==> src/rtl/event_counter_pkg.sv <==
// Shared digit type, radix limits and per-digit step helpers for the event counter.
package event_counter_pkg;

    typedef logic [3:0] digit_t;

    localparam digit_t DEC_MAX = 4'd9;
    localparam digit_t HEX_MAX = 4'hF;

    function automatic digit_t digit_max(input logic mode_dec);
        return mode_dec ? DEC_MAX : HEX_MAX;
    endfunction

    // Returns {carry, next_digit}.
    function automatic logic [4:0] digit_inc(input digit_t d, input logic mode_dec);
        if (d >= digit_max(mode_dec)) begin
            return {1'b1, 4'd0};
        end
        return {1'b0, d + 4'd1};
    endfunction

    // Returns {borrow, next_digit}.
    function automatic logic [4:0] digit_dec(input digit_t d, input logic mode_dec);
        if (d == 4'd0) begin
            return {1'b1, digit_max(mode_dec)};
        end
        return {1'b0, d - 4'd1};
    endfunction

endpackage

==> src/rtl/counter_channel.sv <==
// One multi-digit up/down counter with radix select, wrap/saturate policy and sticky limit flag.
module counter_channel
    import event_counter_pkg::*;
#(
    parameter int unsigned NUM_DIGITS = 4,
    parameter bit          SATURATE   = 1'b0
) (
    input  logic                        clk,
    input  logic                        rst_n,
    input  logic                        inc,
    input  logic                        dec,
    input  logic                        clr,
    input  logic                        mode_dec,
    output digit_t [NUM_DIGITS-1:0]     count,
    output logic                        wrapped
);

    digit_t [NUM_DIGITS-1:0] count_q, count_d, inc_val, dec_val;
    logic                    wrapped_q, wrapped_d;
    logic                    mode_q;
    logic                    carry, borrow;
    logic [4:0]              inc_step, dec_step;

    // Full ripple through every digit; carry/borrow out of the top digit marks a limit hit.
    always_comb begin
        inc_val  = count_q;
        dec_val  = count_q;
        carry    = 1'b1;
        borrow   = 1'b1;
        inc_step = '0;
        dec_step = '0;
        for (int i = 0; i < NUM_DIGITS; i++) begin
            inc_step = digit_inc(count_q[i], mode_q);
            dec_step = digit_dec(count_q[i], mode_q);
            if (carry) begin
                inc_val[i] = inc_step[3:0];
                carry      = inc_step[4];
            end
            if (borrow) begin
                dec_val[i] = dec_step[3:0];
                borrow     = dec_step[4];
            end
        end
    end

    always_comb begin
        count_d   = count_q;
        wrapped_d = wrapped_q;
        if (clr || (mode_dec != mode_q)) begin
            count_d   = '0;
            wrapped_d = 1'b0;
        end else if (inc && dec) begin
            count_d = count_q;
        end else if (inc) begin
            if (carry) wrapped_d = 1'b1;
            if (!(carry && SATURATE)) count_d = inc_val;
        end else if (dec) begin
            if (borrow) wrapped_d = 1'b1;
            if (!(borrow && SATURATE)) count_d = dec_val;
        end
    end

    always_ff @(posedge clk) begin
        if (!rst_n) begin
            count_q   <= '0;
            wrapped_q <= 1'b0;
            mode_q    <= 1'b0;
        end else begin
            count_q   <= count_d;
            wrapped_q <= wrapped_d;
            mode_q    <= mode_dec;
        end
    end

    assign count   = count_q;
    assign wrapped = wrapped_q;

endmodule

==> src/rtl/multi_channel_event_counter.sv <==
// NUM_CH independent event counters with one channel paged onto a registered display bus.
module multi_channel_event_counter
    import event_counter_pkg::*;
#(
    parameter int unsigned NUM_CH     = 4,
    parameter int unsigned NUM_DIGITS = 4,
    parameter bit          SATURATE   = 1'b0
) (
    input  logic                        clk,
    input  logic                        CPU_RESETN,
    input  logic [NUM_CH-1:0]           inc,
    input  logic [NUM_CH-1:0]           dec,
    input  logic [NUM_CH-1:0]           clr,
    input  logic [NUM_CH-1:0]           mode_dec,
    input  logic                        page_next,
    output logic [NUM_DIGITS-1:0][3:0]  encoded,
    output logic [NUM_DIGITS-1:0]       digit_point,
    output logic [$clog2(NUM_CH)-1:0]   page,
    output logic [NUM_CH-1:0]           wrapped
);

    localparam int unsigned PAGE_W = $clog2(NUM_CH);

    digit_t [NUM_DIGITS-1:0] ch_count [NUM_CH];
    logic [PAGE_W-1:0]       page_q, page_d;
    logic [NUM_DIGITS-1:0][3:0] encoded_q;
    logic [NUM_DIGITS-1:0]   digit_point_q;

    for (genvar g = 0; g < NUM_CH; g++) begin : g_ch
        counter_channel #(
            .NUM_DIGITS (NUM_DIGITS),
            .SATURATE   (SATURATE)
        ) u_channel (
            .clk      (clk),
            .rst_n    (CPU_RESETN),
            .inc      (inc[g]),
            .dec      (dec[g]),
            .clr      (clr[g]),
            .mode_dec (mode_dec[g]),
            .count    (ch_count[g]),
            .wrapped  (wrapped[g])
        );
    end

    always_comb begin
        page_d = page_q;
        if (page_next) begin
            page_d = (page_q == PAGE_W'(NUM_CH - 1)) ? '0 : page_q + 1'b1;
        end
    end

    // Display mux uses the registered page, so a new page shows one edge after it is taken.
    always_ff @(posedge clk) begin
        if (!CPU_RESETN) begin
            page_q        <= '0;
            encoded_q     <= '0;
            digit_point_q <= NUM_DIGITS'(1);
        end else begin
            page_q        <= page_d;
            encoded_q     <= ch_count[page_q];
            digit_point_q <= NUM_DIGITS'(1) << page_q;
        end
    end

    assign page        = page_q;
    assign encoded     = encoded_q;
    assign digit_point = digit_point_q;

endmodule

==> config.mk <==
export PLATFORM = sky130hd
export DESIGN_NAME = multi_channel_event_counter
export DESIGN_NICKNAME = d
export VERILOG_FILES = /design/src/rtl/event_counter_pkg.sv /design/src/rtl/counter_channel.sv /design/src/rtl/multi_channel_event_counter.sv
export SDC_FILE = /design/constraint.sdc
export NUM_CORES = 1
export LEC_CHECK = 0
export CORE_ASPECT_RATIO = 0.8
export CORE_MARGIN = 2
export CORE_UTILIZATION = 61
export DETAILED_ROUTE_END_ITERATION = 12
export PLACE_DENSITY = 0.81
export SYNTH_ARGS = -nofsm -noshare
export SYNTH_HDL_FRONTEND = slang
export SYNTH_SLANG_ARGS = --single-unit
export TNS_END_PERCENT = 100
==> constraint.sdc <==
create_clock -name clk -period 2.9 [get_ports clk]
set_input_delay 0.87 -clock clk [delete_from_list [all_inputs] [get_ports clk]]
set_output_delay 0.87 -clock clk [all_outputs]
set_load 0.1 [all_outputs]
==> results.json <==
{
  "crit_required_ns": 3.18,
  "ys_warn_count": 0,
  "start_util_pct": 63.2,
  "power.internal_mw": 2.37,
  "die_y_um": 105,
  "htree_levels": 3,
  "status": "completed",
  "min_period_over_period_pct": 88.8,
  "setup.worst_path.end_class": "flip-flop",
  "clkLatencyLatePin_ns": 0.35,
  "hp-class": "flip-flop to flip-flop",
  "port_buffers": 44,
  "period_needed_ns": 2.57,
  "drt_wl_total_mm": 20.7,
  "synth_top_area_share_pct": 24.2,
  "grt_usage_pct": 30.9,
  "ctsLongestPathBuffers": 2,
  "max_freq_ghz": 0.388,
  "die_w_um": 130,
  "design_area_um2": 8740,
  "clk_pin_slew_ns": 0.07,
  "seqCellArea_um2": 1880,
  "cts_num_sinks": 94,
  "post_cts_resize_count": 0,
  "yosys-top-cells-area": "dfxtp_1 (24%), ha_1 (13%), o21ai_0 (5.9%)",
  "finalClockSkew_ns": 0.00898,
  "first_global_vias": 6840,
  "holdPathStages": 1,
  "dp_hpwl_mm": 15.1,
  "crit_slowest_cell": "dfxtp_1",
  "total_power_mw": 3.41,
  "fp-row-count": 36,
  "core_area_um2": 12300,
  "syn_area_um2": 7770,
  "tns_ns": 0,
  "p_per_area_nw_per_um2": 390,
  "cp_slowest_stage_delay_ns": 0.72,
  "crit_type": "flip-flop to flip-flop",
  "hold_violations": 0,
  "path_cells": "ha_1, a211oi_1, nor3_2, a41oi_2, o21ai_0, a21oi_1",
  "tightest_slew_ns": 0.662,
  "vias": 7491,
  "synth_area_leader_cell": "dfxtp_1",
  "crit_path_max_fanout": 15,
  "ff2ff_setup_slack_ns": 0.33,
  "fill_cells": 985,
  "area_growth_pct": 12.5,
  "p_sw_share_pct": 30.4,
  "root_buffer": "clkbuf_16",
  "multi_input_area_um2": 5400,
  "drv_cap": 0,
  "antenna_cells": 0,
  "synth-edff-count": 0,
  "critPathLaunchType": "flip-flop",
  "ir_drop_mv": 0.297,
  "avgSynthCellArea_um2": 8.30,
  "postCtsHoldBufs": 0,
  "slew_headroom_pct": 54.7,
  "yosysSeqAreaShare_pct": 24.2,
  "design.die.area_um2": 13700,
  "pre_cts_ws_ns": 0.0213,
  "setup_viol": 0,
  "ys_ff_latch": 94,
  "r2r_cells": 6,
  "power.leakage_nw": 3.43,
  "drt_iter0_drc": 941,
  "combinationalPowerShare_pct": 21.4,
  "drt_pass1_iterations": 7,
  "p_clk_share_pct": 37.9,
  "p_sw_mw": 1.04,
  "grt_overflow": 0,
  "syn_inst": 937,
  "drv_slew": 0,
  "async_reset_ff_share_pct": 0,
  "dpl_cell_area_um2": 8430,
  "finalWeightedCongestion": 0.909,
  "drtAntennaViolNets": 0,
  "post_drt_wl_per_cell_um": 18.1,
  "drive_above_1_share_pct": 13.4,
  "ios": 45,
  "rsz0062_at_grt": "false",
  "final_nets": 1072,
  "final_common_cell": "dfxtp_1",
  "drt-vias-per-instance": 6.54,
  "final_cell_mix": "dfxtp_1 (94), o21ai_0 (91), ha_1 (82), nor2_1 (72), inv_1 (61)",
  "critPathArrivalTime_ns": 2.85,
  "post-cts-setup-buffers": 0,
  "synthFlopType": "dfxtp_1",
  "grt_pass1_wl_mm": 34.3,
  "setup_slack_ns": 0.326,
  "synth.distinct_cells": 90,
  "grt_max_degree": 29,
  "synth_nets": 1038,
  "drcViolationCount": 0,
  "seqPwrFrac_pct": 40.7,
  "cts_made_buffers": 9,
  "antenna_found_initial": 0,
  "cts_tree": "yes"
}
## area by class of cell
type                       count  share of cell area (%)
multi-input combinational    724                    61.7
sequential                    94                    21.5
timing repair buffer          80                    8.10
inverter                      62                    2.66
clock buffer                   9                    2.58
tap                          171                    2.45
clock inverter                 6                    1.00
## through the flow
step,util [%],cells,hold WS [ns]
floorplan,-,937,0.442
global placement,68.6,1131,0.453
detailed placement,68.6,1131,0.455
CTS,71.1,1146,0.471
global route,71.1,1146,0.500
finish,71.1,1146,0.469
## per-layer routing
layer  vias up  GRT usage (%)  part of all wire [%]
met3        33           4.97                   7.0
met5         -              0                     0
li1       3603              -                     -
met4         0           8.68                   1.7
met2       337           47.9                    45
met1      3518           44.2                    46
## cell usage after synthesis (11+ instances only)
cell type,count
inv_1,61
nor3_1,14
buf_2,15
nand3_1,11
a21oi_1,52
nand2_1,58
a31oi_1,14
clkbuf_1,28
nor2_1,72
o311a_1,12
dfxtp_1,94
nor3b_1,15
mux4_2,16
nor2b_1,13
a211oi_1,34
and2_1,24
ha_1,82
or4_1,11
o22ai_1,16
a311oi_1,14
o21ai_0,91
## path summary, 6_finish.rpt
check / from / to
worst max register to register: g_ch[2].u_channel.mode_q$_SDFF_PN0_ / g_ch[2].u_channel.count[14]$_SDFFE_PP0P_
worst max-delay path: g_ch[2].u_channel.mode_q$_SDFF_PN0_ / g_ch[2].u_channel.count[14]$_SDFFE_PP0P_
worst min register to register: g_ch[2].u_channel.wrapped$_SDFFE_PP0P_ / g_ch[2].u_channel.wrapped$_SDFFE_PP0P_
worst min-delay path: g_ch[2].u_channel.wrapped$_SDFFE_PP0P_ / g_ch[2].u_channel.wrapped$_SDFFE_PP0P_
## sequential cells by signal, indices dropped and copies added (netlist names)
register,cells
g_ch.u_channel.count,64
page,2
g_ch.u_channel.mode_q,4
g_ch.u_channel.wrapped,4
digit_point,4
encoded,16
## worst max-delay path, delay by kind of cell (launching register included)
| kind | cells | cell delay [ns] |
|---|---|---|
| flops | 1 | 0.72 |
| compound gates | 4 | 1.29 |
| simple gates | 1 | 0.13 |
| fa+ha+maj | 1 | 0.35 |
## kinds of logic after synthesis
| logic type | Yosys count | share of synthesized area (%) |
|---|---|---|
| buffers and inverters | 119 | 6.37 |
| adder cells (fa/ha/maj) | 82 | 13.2 |
| AO/OA/AOI/OAI | 330 | 29.1 |
| XOR/XNOR | 5 | 0.563 |
| flip-flops | 94 | 24.2 |
| multiplexers | 33 | 7.13 |
| AND/OR/NAND/NOR | 274 | 19.4 |
## power by group through the flow
| stage | sequential [mW] | clock (mW) | combinational, mW |
|---|---|---|---|
| global route | 1.39 | 1.33 | 0.802 |
| global placement | 1.42 | 0 | 0.701 |
| finish | 1.39 | 1.29 | 0.731 |
| CTS | 1.39 | 1.29 | 0.723 |
| detailed placement | 1.42 | 0 | 0.717 |
| floorplan | 1.45 | 0 | 0.472 |
(Power assumes the default switching activity.)
